$ cat config.mk
export PLATFORM = sky130hd
export DESIGN_NAME = cmp_serial_sched
export DESIGN_NICKNAME = d
export VERILOG_FILES = /design/src/rtl/cmp_serial_sched.sv
export SDC_FILE = /design/constraint.sdc
export NUM_CORES = 1
export LEC_CHECK = 0
export BUFFER_PORTS_ARGS = -buffer_cell sky130_fd_sc_hd__clkbuf_2
export CELL_PAD_IN_SITES_DETAIL_PLACEMENT = 0
export CELL_PAD_IN_SITES_GLOBAL_PLACEMENT = 1
export CORE_ASPECT_RATIO = 0.7
export CORE_UTILIZATION = 38
export CTS_BUF_LIST = sky130_fd_sc_hd__clkbuf_16
export CTS_CLUSTER_SIZE = 14
export DETAILED_ROUTE_END_ITERATION = 12
export PLACE_DENSITY = 0.94
export SKIP_LAST_GASP = 1
export SYNTH_ARGS = -nofsm -noshare
export SYNTH_HDL_FRONTEND = slang
export SYNTH_SLANG_ARGS = --single-unit
$ cat constraint.sdc
create_clock -name clk -period 5.5 [get_ports clk]
set_input_delay 0.275 -clock clk [delete_from_list [all_inputs] [get_ports clk]]
set_output_delay 0.275 -clock clk [all_outputs]
set_load 0.05 [all_outputs]
$ cat src/rtl/cmp_serial_sched.sv
// Time-shares one external 1-bit comparator cell between N requesters.
// The winning operand pair is walked MSB-first, and the walk stops at the first unequal bit.
module cmp_serial_sched #(
  parameter int N = 4,
  parameter int W = 8,
  localparam int ID_W = (N > 1) ? $clog2(N) : 1
) (
  input  logic            clk,
  input  logic            rst_n,
  input  logic [N-1:0]    req,
  input  logic [N*W-1:0]  a_flat,
  input  logic [N*W-1:0]  b_flat,
  output logic [N-1:0]    gnt,
  output logic            rsp_valid,
  input  logic            rsp_ready,
  output logic [ID_W-1:0] rsp_id,
  output logic            rsp_eq,
  output logic            rsp_gt,
  output logic            rsp_lt,
  output logic            rsp_err,
  output logic            busy,
  output logic            cmp_a,
  output logic            cmp_b,
  input  logic            cmp_eq,
  input  logic            cmp_gt,
  input  logic            cmp_lt
);

  localparam int IDX_W = (W > 1) ? $clog2(W) : 1;

  typedef enum logic [1:0] {IDLE, SCAN, DONE} state_t;

  state_t           state, state_next;
  logic [ID_W-1:0]  rr_ptr, sel, cand;
  logic             sel_found;
  logic [IDX_W-1:0] idx;
  logic [W-1:0]     op_a, op_b;
  logic [W-1:0]     a_arr [N];
  logic [W-1:0]     b_arr [N];
  logic [2:0]       cmp_vec;
  logic             cmp_onehot;
  logic             scan_stop;

  for (genvar g = 0; g < N; g++) begin : g_unpack
    assign a_arr[g] = a_flat[g*W +: W];
    assign b_arr[g] = b_flat[g*W +: W];
  end

  // Round-robin search: the first requester at or after rr_ptr, wrapping.
  always_comb begin
    sel       = '0;
    sel_found = 1'b0;
    cand      = '0;
    for (int k = 0; k < N; k++) begin
      cand = ID_W'((int'(rr_ptr) + k) % N);
      if (!sel_found && req[cand]) begin
        sel       = cand;
        sel_found = 1'b1;
      end
    end
  end

  always_comb begin
    cmp_vec    = {cmp_eq, cmp_gt, cmp_lt};
    cmp_onehot = (cmp_vec == 3'b100) || (cmp_vec == 3'b010) || (cmp_vec == 3'b001);
    scan_stop  = !cmp_onehot || cmp_gt || cmp_lt || (idx == '0);
  end

  always_ff @(posedge clk or negedge rst_n) begin
    if (!rst_n) state <= IDLE;
    else        state <= state_next;
  end

  always_comb begin
    state_next = state;
    unique case (state)
      IDLE:    if (sel_found) state_next = SCAN;
      SCAN:    if (scan_stop) state_next = DONE;
      DONE:    if (rsp_ready) state_next = IDLE;
      default: state_next = IDLE;
    endcase
  end

  always_ff @(posedge clk or negedge rst_n) begin
    if (!rst_n) begin
      rr_ptr  <= '0;
      idx     <= IDX_W'(W - 1);
      op_a    <= '0;
      op_b    <= '0;
      gnt     <= '0;
      rsp_id  <= '0;
      rsp_eq  <= 1'b0;
      rsp_gt  <= 1'b0;
      rsp_lt  <= 1'b0;
      rsp_err <= 1'b0;
    end else begin
      gnt <= '0;
      unique case (state)
        IDLE: begin
          if (sel_found) begin
            op_a     <= a_arr[sel];
            op_b     <= b_arr[sel];
            rsp_id   <= sel;
            idx      <= IDX_W'(W - 1);
            gnt[sel] <= 1'b1;
          end
        end
        SCAN: begin
          // A malformed comparator output ends the job with only the error flag set.
          if (!cmp_onehot) begin
            rsp_err <= 1'b1;
            rsp_eq  <= 1'b0;
            rsp_gt  <= 1'b0;
            rsp_lt  <= 1'b0;
          end else if (cmp_gt || cmp_lt) begin
            rsp_err <= 1'b0;
            rsp_eq  <= 1'b0;
            rsp_gt  <= cmp_gt;
            rsp_lt  <= cmp_lt;
          end else if (idx == '0) begin
            rsp_err <= 1'b0;
            rsp_eq  <= 1'b1;
            rsp_gt  <= 1'b0;
            rsp_lt  <= 1'b0;
          end else begin
            idx <= idx - IDX_W'(1);
          end
        end
        DONE: begin
          if (rsp_ready) rr_ptr <= ID_W'((int'(rsp_id) + 1) % N);
        end
        default: ;
      endcase
    end
  end

  assign rsp_valid = (state == DONE);
  assign busy      = (state != IDLE);
  assign cmp_a     = (state == SCAN) ? op_a[idx] : 1'b0;
  assign cmp_b     = (state == SCAN) ? op_b[idx] : 1'b0;

endmodule
==> results.txt, run 1 <==
----------------------------------------------------
[Finish]
  Net count of the finished layout ... slightly below 400
  Area overhead of the layout relative to synthesis ... 25.2%
  Most common cell after layout, fill and taps aside ... sky130_fd_sc_hd__clkbuf_2
  Count of antenna diodes in the layout ... 0
  Leading cell types in the layout, fill and taps excluded ... sky130_fd_sc_hd__clkbuf_2 (87), sky130_fd_sc_hd__and3_1 (33), sky130_fd_sc_hd__nand2_1 (31)
  Fraction of layout cells with a size suffix above 1 ... 0.357

[Floorplan]
  Die Wd ... about 93 um
  Die Footprint ... about 6200 um2
  Die Span Y ... 66.0 um
  Core outline area ... about 5400 um2
  Placement row count ... 22
  Starting Density ... 0.410
  Boundary Pins ... between 80 and 90

[Drt]
  Total Routed Length ... 5730 um
  Iter 0 DRT Violations ... around 100
  Antenna viol nets, final ... 0
  Wirelength per Cell ... 14.5 um
  Ratio of routed vias to standard cells ... about 5.4
  DRC errors left ... 0
  DRT Pass-1 Iters ... 4
  Via Count ... roughly 2,100

[Critical path]
  Reg-to-Reg Start ... state[1]$_DFFE_PN0P_
  First element of the critical path ... state[1]$_DFFE_PN0P_
  CP endpoint kind ... flop
  Cells along the critical path ... or2_2 -> nor2_1 -> o31ai_1 -> o21ai_1
  Arrival time reported for the critical path endpoint ... approximately 2400 ps
  Slowest Stage Delay on Critical Path ... 910 ps
  Launching element type of the critical path ... flop
  Critical Setup Path Class ... flop to flop
  Worst-path maximum fanout ... 18
  Crit-path slowest cell ... sky130_fd_sc_hd__nor2_1
  WP data required ... between 5000 and 6000 ps

[CTS]
  Count of cells resized by post-cts repair ... 0
  Number of H-tree branching levels ... 2
  Clock root cell ... sky130_fd_sc_hd__clkbuf_16
  Clock buffer depth ... 2
  Clk slew on worst S/H paths ... about 50 ps
  Setup Buffers After CTS ... 0
  Clock tree from TritonCTS ... yes
  Clk sinks ... 33
  Clock latency on the worst-skew pair ... about 280 ps
  Number of buffers created by CTS ... 5
  CTS Hold Buffers Added ... 0

[Timing]
  Hold slack ... 83.1 ps
  Achievable clock frequency ... 0.466 GHz
  Post-route setup slack ... ~3400 ps
  Setup repair after global routing missed its margin ... false
  Actual slew at the worst max-slew pin ... 1190 ps
  Endpoints failing hold ... 0
  Final-report setup violation count ... 0
  Worst max-slew margin expressed relative to the limit ... 0.205
  Clk_skew ... roughly 3.1 ps
  Min cycle time layout ... about 2100 ps
  Final period util ... 0.390
  Total count of max-transition violations in the final report ... 0
  Total Neg Setup Slack ... 0 ps

[Synthesis]
  Sequential fraction of the synthesis area ... 0.374
  Multiplexer fraction of the synthesized cell area ... 0.0456
  Async SR Flop Fraction ... 1.00
  Post-synth cell types ... 44
  Synth Area in XOR/XNOR ... 0.00394
  Adder and majority gate portion of the synthesized area ... 0.0113
  Post-synth EDFFs ... 0
  Simple-gate area share of the yosys netlist ... 0.213
  Syn Inst Count ... 245
  Number of warnings reported in the yosys synthesis log ... 0
  Mean Syn Cell Area ... between 9 and 10 um2
  Complex-gate fraction of the synthesized area ... 0.288
  Ys flop type ... sky130_fd_sc_hd__dfrtp_1
  Number of flip-flops and latches in the synthesized netlist ... 33
  Synthesized cell area ... 2220 um2
  Main combinational cell family by area after synthesis ... compound AO/OA/AOI/OAI gates
  Syn Nets ... ~320

[Placed design]
  PortBufs ... 87
  DP Wirelength ... between 4000 and 5000 um
  GPL Wtd Cong ... 0.820
  Post-Place Setup Slack ... between 3000 and 4000 ps

[Pwr]
  Total power density per cell area ... 538 nW/um2
  Peak ir drop on the vdd network ... ~250 uV
  Static Leakage ... around 1.4 nW
  Total power after layout ... roughly 1.5 mW

[Global routing]
  Wire length of the first global-routing pass ... approximately 9000 um
  Vias in the first global route ... around 1,800
  Gr ovfl total ... 0
  Maximum number of pins on one net before global-route repair ... a little over 50
  All-layer global routing usage ... 0.189
  Number of antenna violations at the first check in global routing ... 0

[Flow run]
  Number of maximum-capacitance violations ... 0

[Outcome]
  Outcome ... finished, final reports clean

[Worst hold path]
  Min-Delay Path Class ... input port to asynchronous set/reset pin

----------------------------------------------------
power by group:
part	leakage, nW	internal [mW]	total [mW]	switching (mW)
Clock	0.0696	0.166	0.266	0.100
Combinational	0.929	0.284	0.791	0.508
Sequential	0.408	0.357	0.437	0.0805
path summary, 6_finish.rpt:
| path | depth (start not counted) | slack [ps] | endpoint |
|---|---|---|---|
| hold / removal | 1 | 80 | gnt[1]$_DFF_PN0_ |
| hold reg to reg | 2 | 490 | op_b[4]$_DFFE_PN0P_ |
| max in group asynchronous | 1 | 4910 | op_a[4]$_DFFE_PN0P_ |
| min in group clk | 2 | 210 | state[1]$_DFFE_PN0P_ |
| setup / recovery | 4 | 3350 | op_a[7]$_DFFE_PN0P_ |
| setup reg to reg | 4 | 3350 | op_a[7]$_DFFE_PN0P_ |
critical path, delay by kind of cell (launching register included):
| family | cells | cell delay [ps] |
|---|---|---|
| flops | 1 | 420 |
| compound gates | 2 | 430 |
| simple gates | 2 | 1230 |
stage by stage:
step            util  cells  cell area [um2]
2_1_floorplan      -    245             2220
3_3_place_gp   0.486    386             2640
3_5_place_dp   0.486    386             2640
4_1_cts        0.513    394             2780
5_1_grt        0.513    394             2780
6_report       0.513    394             2780
kinds of logic (layout without fill, tap and decap cells):
group	count (synthesis)	in the layout
xor gates and xnor gates	1	1
adders and majority gates	2	2
and+or+nand+nor	88	88
muxes	5	5
AOI/OAI and AO/OA	90	90
DFF	33	33
buffers and inverters	26	103
registers in the layout (all words and copies together), names as in the netlist:
name,count
state,2
op_a,8
rsp_eq,1
rr_ptr,2
rsp_err,1
rsp_lt,1
gnt,4
rsp_gt,1
idx,3
rsp_id,2
op_b,8
area by class of cell:
type | count | area [um2]
Fill cell | 534 | 2640
Multi-Input combinational cell | 186 | 1250
Sequential cell | 33 | 830
Timing Repair Buffer | 88 | 443
Clock buffer | 5 | 125
Tap cell | 72 | 90.1
Inverter | 7 | 26.3
Clock inverter | 3 | 17.5
synth_stat cells, types with 3 or more instances:
library cell,count,share of area
sky130_fd_sc_hd__o21ai_1,18,0.041
sky130_fd_sc_hd__a31oi_1,3,0.0085
sky130_fd_sc_hd__a211oi_1,17,0.057
sky130_fd_sc_hd__o21ai_0,5,0.011
sky130_fd_sc_hd__buf_2,3,0.0068
sky130_fd_sc_hd__clkbuf_1,9,0.015
sky130_fd_sc_hd__o31ai_1,16,0.054
sky130_fd_sc_hd__nor2b_1,4,0.011
sky130_fd_sc_hd__buf_6,5,0.025
sky130_fd_sc_hd__and3_1,33,0.093
sky130_fd_sc_hd__nand2_1,31,0.052
sky130_fd_sc_hd__nor2_1,7,0.012
sky130_fd_sc_hd__a21boi_1,17,0.057
sky130_fd_sc_hd__dfstp_2,3,0.035
sky130_fd_sc_hd__dfrtp_1,30,0.34
sky130_fd_sc_hd__inv_1,7,0.012
sky130_fd_sc_hd__mux4_2,4,0.041
metal layers:
| layer | GRT usage | wire (um) |
|---|---|---|
| met1 | 0.299 | 2910 |
| met2 | 0.245 | 2200 |
| met3 | 0.0609 | 594 |
| met4 | 0.0288 | 27 |
| met5 | 0 | 0 |
Note: power is estimated with default switching activity, not from simulation.
==> run 2: changes to the inputs <==
CORE_UTILIZATION = 35   (was 38)
PLACE_DENSITY = 0.88   (was 0.94)
clock period = 2 ns   (was 5.5 ns; I/O delays follow)
==> results.txt, run 2 (same netlist as run 1, synthesis figures left out) <==
----------------------------------------------------
[Placed design]
  GPL Wtd Cong ... 0.868
  DP Wirelength ... about 4800 um
  Post-Place Setup Slack ... -13.1 ps
  Area after detailed placement ... roughly 2800 um2
  PortBufs ... 87
  Total instance count after detailed placement ... 402

[Timing]
  Total count of max-transition violations in the final report ... 0
  Endpoints failing hold ... 0
  Clk_skew ... ~3.8 ps
  Final period util ... 0.994
  Final-report setup violation count ... 0
  Post-route setup slack ... 12.1 ps
  Worst max-slew margin expressed relative to the limit ... 0.447
  Min cycle time layout ... 1990 ps
  Setup repair after global routing missed its margin ... true
  Achievable clock frequency ... between 0.5 and 0.6 GHz
  Hold slack ... between 30 and 40 ps
  Actual slew at the worst max-slew pin ... 829 ps

[Finish]
  Non-Filler Cell Area, Final ... ~3000 um2
  Net count of the finished layout ... roughly 410
  Most common cell after layout, fill and taps aside ... sky130_fd_sc_hd__clkbuf_2
  Number of fill cells ... about 610
  Sequential Area ... 830 um2
  Registers with the most flip-flops ... op_a x8, op_b x8, gnt x4
  Footprint of the multi-input gates ... about 1300 um2
  Final Instance Count excl. Fillers ... between 400 and 500
  Leading cell types in the layout, fill and taps excluded ... sky130_fd_sc_hd__clkbuf_2 (85), sky130_fd_sc_hd__and3_1 (33), sky130_fd_sc_hd__nand2_1 (31)
  Count of antenna diodes in the layout ... 0
  Fraction of layout cells with a size suffix above 1 ... 0.385
  Area overhead of the layout relative to synthesis ... 33.0%

[Pwr]
  Design internal power ... around 2.4 mW
  Clock group share of total power ... 0.164
  Part of the total power dissipated in sequential elements ... 0.268
  Total power after layout ... around 4.4 mW
  Peak ir drop on the vdd network ... between 500 and 600 uV
  Total power density per cell area ... between 1000 and 1500 nW/um2
  Static Leakage ... between 1 and 1.5 nW
  Net switching power figure ... 2.02 mW
  Switching share of total power ... 0.458
  Logic gate share of total power ... 0.568

[Floorplan]
  Core outline area ... 5930 um2
  Die Wd ... slightly below 100 um
  Die Span Y ... 68.6 um
  Die Footprint ... roughly 6700 um2
  Boundary Pins ... ~90
  Starting Density ... 0.375
  Placement row count ... 23

[Global routing]
  All-layer global routing usage ... 0.210
  Maximum number of pins on one net before global-route repair ... 34
  Wire length of the first global-routing pass ... about 11,000 um
  Number of antenna violations at the first check in global routing ... 0
  Vias in the first global route ... around 2,200
  Gr ovfl total ... 0

[Flow run]
  Number of maximum-capacitance violations ... 0

[CTS]
  Clk sinks ... 33
  Clock latency on the worst-skew pair ... roughly 270 ps
  Number of buffers created by CTS ... 5
  Clk slew on worst S/H paths ... ~50 ps
  Clock root cell ... sky130_fd_sc_hd__clkbuf_16
  Number of H-tree branching levels ... 2
  Clock buffer depth ... 2
  Clock tree from TritonCTS ... yes

[Outcome]
  Outcome ... finished, final reports clean

[Worst hold path]
  Min-Delay Path Class ... input port to flop
  Count of cells along the worst hold path ... 2

[Drt]
  Via Count ... between 2,000 and 2,500
  Iter 0 DRT Violations ... between 100 and 150
  DRC errors left ... 0
  Total Routed Length ... around 6900 um
  Wirelength per Cell ... between 15 and 20 um
  Antenna viol nets, final ... 0
  Ratio of routed vias to standard cells ... between 5 and 6
  DRT Pass-1 Iters ... 5

[Critical path]
  Slowest Stage Delay on Critical Path ... slightly below 600 ps
  Launching element type of the critical path ... flop
  Critical Setup Path Class ... flop to flop
  WP data required ... approximately 2200 ps
  Arrival time reported for the critical path endpoint ... 2140 ps
  Worst-path maximum fanout ... 20
  Crit-path slowest cell ... sky130_fd_sc_hd__or4b_4
  Cells along the critical path ... nor2b_1 -> or4b_4 -> buf_12 -> and3_1 -> o31ai_1 -> o21ai_1
  CP endpoint kind ... flop
  Path depth of the worst reg2reg path ... 6

----------------------------------------------------
[run 2: timing repair]
item                                    4_1_cts  5_1_grt
cloned                                        1        1
endpoints found under the setup margin        2       10
pin swaps                                     1        1
buffers inserted                              0        0
hold endpoints to repair                     30        0
hold buffers                                  1        0
gates resized for setup                       2        8
[run 2: critical path, delay by kind of cell, from the launching register on]
| family | cells | cell delay, ps |
|---|---|---|
| buffers and inverters | 1 | 170 |
| flip-flops | 1 | 390 |
| AND/OR/NAND/NOR | 3 | 830 |
| AO/OA/AOI/OAI | 2 | 460 |
[run 2: area by class of cell]
cell class / instances / share of cell area
timing repair buffer: 102 / 0.198
tap: 75 / 0.0318
clock buffer: 5 / 0.0424
sequential: 33 / 0.281
clock inverter: 3 / 0.00466
multi-input combinational: 188 / 0.434
inverter: 7 / 0.00889
[run 2: stage by stage]
stage	util	setup TNS (ps)
after floorplan	-	0
after global placement	0.466	0
after detailed placement	0.466	-13.1
after CTS	0.494	0
after global routing	0.498	-67.2
final	0.498	0
[run 2: power by group through the flow]
stage / clock network (mW) / registers, mW / logic [mW]
final: 0.723 / 1.18 / 2.50
after global routing: 0.764 / 1.22 / 2.71
after CTS: 0.728 / 1.17 / 2.44
after detailed placement: 0 / 1.17 / 2.40
after global placement: 0 / 1.16 / 2.37
after floorplan: 0 / 1.38 / 1.53
[run 2: worst paths after layout]
check | endpoint | from | slack [ps]
min in group asynchronous | rsp_err$_DFFE_PN0P_ | rst_n | 460
setup / recovery | op_b[4]$_DFFE_PN0P_ | rr_ptr[0]$_DFFE_PN0P_ | 10
max in group asynchronous | rsp_gt$_DFFE_PN0P_ | rst_n | 1020
hold / removal | state[1]$_DFFE_PN0P_ | rsp_ready | 40
setup reg to reg | op_b[4]$_DFFE_PN0P_ | rr_ptr[0]$_DFFE_PN0P_ | 10
hold reg to reg | op_a[0]$_DFFE_PN0P_ | op_a[0]$_DFFE_PN0P_ | 490
[run 2: per-layer routing]
layer / vias to the layer above / global-route usage / share of wire
met5: - / 0 / 0
met4: 0 / 0.0570 / 0.011
met3: 10 / 0.0565 / 0.084
met2: 113 / 0.320 / 0.43
met1: 1097 / 0.297 / 0.47
li1: 1107 / - / -
==> run 3: changes to the inputs <==
CAP_MARGIN = 20   (was default)
CELL_PAD_IN_SITES_DETAIL_PLACEMENT = default   (was 0)
CELL_PAD_IN_SITES_GLOBAL_PLACEMENT = default   (was 1)
CORE_ASPECT_RATIO = 1.5   (was 0.7)
CORE_UTILIZATION = 40   (was 35)
PLACE_DENSITY = 0.77   (was 0.88)
==> results.txt, run 3 (same netlist as run 1, synthesis figures left out) <==
----------------------------------------------------
[Worst hold path]
  Min-Delay Path Class ... input port to flop
  Count of cells along the worst hold path ... 2
  Hold Path End ... state[1]$_DFFE_PN0P_
  Startpoint of the tightest hold check path ... rsp_ready

[Floorplan]
  Boundary Pins ... 88
  Die Wd ... about 63 um
  Die Span Y ... around 93 um
  Placement row count ... 32
  Core outline area ... between 5000 and 6000 um2
  Starting Density ... 0.423
  Die Footprint ... 5860 um2

[Placed design]
  GPL Wtd Cong ... about 0.9
  PortBufs ... between 80 and 90
  Area after detailed placement ... around 2700 um2
  Post-Place Setup Slack ... between 10 and 15 ps
  DP Wirelength ... about 4400 um

[Global routing]
  Number of antenna violations at the first check in global routing ... 0
  Vias in the first global route ... between 2,000 and 2,500
  Gr ovfl total ... 0
  All-layer global routing usage ... 0.203
  Maximum number of pins on one net before global-route repair ... 51
  Wire length of the first global-routing pass ... roughly 9400 um

[Flow run]
  Number of maximum-capacitance violations ... 0

[Outcome]
  Outcome ... finished, final reports clean

[Critical path]
  R2r endpoint ... op_b[5]$_DFFE_PN0P_
  Arrival time reported for the critical path endpoint ... 2110 ps
  Launching element type of the critical path ... flop
  CP endpoint kind ... flop
  Cells along the critical path ... nor2b_2 -> or4_4 -> and3_1 -> o31ai_1 -> o21ai_1
  Critical Setup Path Class ... flop to flop
  Reg-to-Reg Start ... rr_ptr[0]$_DFFE_PN0P_
  Path depth of the worst reg2reg path ... 5
  Setup slack of the worst register-to-register path ... 40 ps
  WP data required ... between 2000 and 2500 ps
  Worst-path maximum fanout ... 25
  Crit-path slowest cell ... sky130_fd_sc_hd__or4_4
  Slowest Stage Delay on Critical Path ... roughly 680 ps

[CTS]
  Setup Buffers After CTS ... 0
  Number of buffers created by CTS ... 5
  Clock buffer depth ... 2
  Clock latency on the worst-skew pair ... between 200 and 300 ps
  Clock tree from TritonCTS ... yes
  Clk sinks ... 33
  Clk slew on worst S/H paths ... 50 ps
  Clock root cell ... sky130_fd_sc_hd__clkbuf_16
  Number of H-tree branching levels ... 2

[Timing]
  Clk_skew ... approximately 4.1 ps
  Post-route setup slack ... 42.8 ps
  Final period util ... 0.979
  Min cycle time layout ... a little under 2000 ps
  Final-report setup violation count ... 0
  Achievable clock frequency ... about 0.51 GHz
  Total count of max-transition violations in the final report ... 0
  Worst max-slew margin expressed relative to the limit ... 0.461
  Actual slew at the worst max-slew pin ... about 810 ps
  Setup repair after global routing missed its margin ... true
  Endpoints failing hold ... 0

[Finish]
  Non-Filler Cell Area, Final ... roughly 2900 um2
  Fraction of layout cells with a size suffix above 1 ... 0.382
  Post-route core utilization ... 0.556
  Number of fill cells ... 470
  Area overhead of the layout relative to synthesis ... 31.2%
  Most common cell after layout, fill and taps aside ... sky130_fd_sc_hd__clkbuf_2
  Count of antenna diodes in the layout ... 0
  Leading cell types in the layout, fill and taps excluded ... sky130_fd_sc_hd__clkbuf_2 (85), sky130_fd_sc_hd__and3_1 (33), sky130_fd_sc_hd__nand2_1 (31)
  Registers with the most flip-flops ... op_a x8, op_b x8, gnt x4
  Net count of the finished layout ... 410

[Drt]
  Wirelength per Cell ... about 16 um
  DRC errors left ... 0
  Total Routed Length ... 6350 um
  Iter 0 DRT Violations ... 93
  Ratio of routed vias to standard cells ... ~5.7
  Antenna viol nets, final ... 0
  DRT Pass-1 Iters ... 4
  Via Count ... around 2,300

[Pwr]
  Total power after layout ... between 4 and 5 mW
  Static Leakage ... between 1 and 1.5 nW
  Peak ir drop on the vdd network ... around 560 uV
  Total power density per cell area ... between 1500 and 2000 nW/um2

----------------------------------------------------
==> run 3: cell count changes in the layout (fill, tap and decap cells not counted), sizes merged <==
cell,before,now
clkinv,2,1
or4,3,2
or4b,1,2
bufinv,0,1
buf,16,13
==> run 3: through the flow <==
step	cells	hold slack (ps)	TNS [ps]
after floorplan	245	-196	0
after global placement	392	235	0
after detailed placement	392	233	0
after CTS	401	37.1	0
after global routing	403	42.8	-19.9
final	403	36.2	0
==> run 3: routing by layer <==
metal,GRT usage,share of wire,vias to the layer above
li1,-,-,1101
met3,0.0293,0.038,15
met5,0,0,-
met4,0.0988,0.026,0
met1,0.223,0.38,1098
met2,0.376,0.55,83
==> run 3: what timing repair did <==
| item | CTS | global route |
|---|---|---|
| hold buffers | 1 | 0 |
| setup endpoints to repair | 0 | 18 |
| hold endpoints to repair | 30 | 0 |
| gates resized for setup | 0 | 9 |
==> run 3: worst max-delay path by stage <==
stage,start,end,slack [ps],cells after the start
floorplan,idx[0]$_DFFE_PN1P_,idx[0]$_DFFE_PN1P_,60,7
detailed placement,rr_ptr[0]$_DFFE_PN0P_,op_b[1]$_DFFE_PN0P_,10,5
finish,rr_ptr[0]$_DFFE_PN0P_,op_b[5]$_DFFE_PN0P_,40,5
CTS,rr_ptr[0]$_DFFE_PN0P_,op_b[1]$_DFFE_PN0P_,5,5
global placement,rr_ptr[0]$_DFFE_PN0P_,op_b[1]$_DFFE_PN0P_,30,5
global route,rr_ptr[0]$_DFFE_PN0P_,op_b[1]$_DFFE_PN0P_,-20,5
==> run 3: cell type report <==
cell class | count | area, um2 | share of cell area
multi-input combinational | 188 | 1280 | 0.439
clock buffer | 5 | 125 | 0.0429
sequential | 33 | 830 | 0.285
clock inverter | 3 | 37.5 | 0.0129
timing repair buffer | 99 | 531 | 0.182
tap | 68 | 85.1 | 0.0292
inverter | 7 | 26.3 | 0.00902
==> run 3: worst max-delay path: cells and delay by family (launching register included) <==
kind	cells	cell delay, ps
AOI/OAI and AO/OA	2	410
DFF	1	410
and+or+nand+nor	3	1000
==> run 3: report_power, final <==
group	leakage, nW	total, mW	internal, mW	switching [mW]
Combinational	0.993	2.37	0.892	1.48
Clock	0.0826	0.835	0.577	0.258
Sequential	0.408	1.18	0.980	0.204
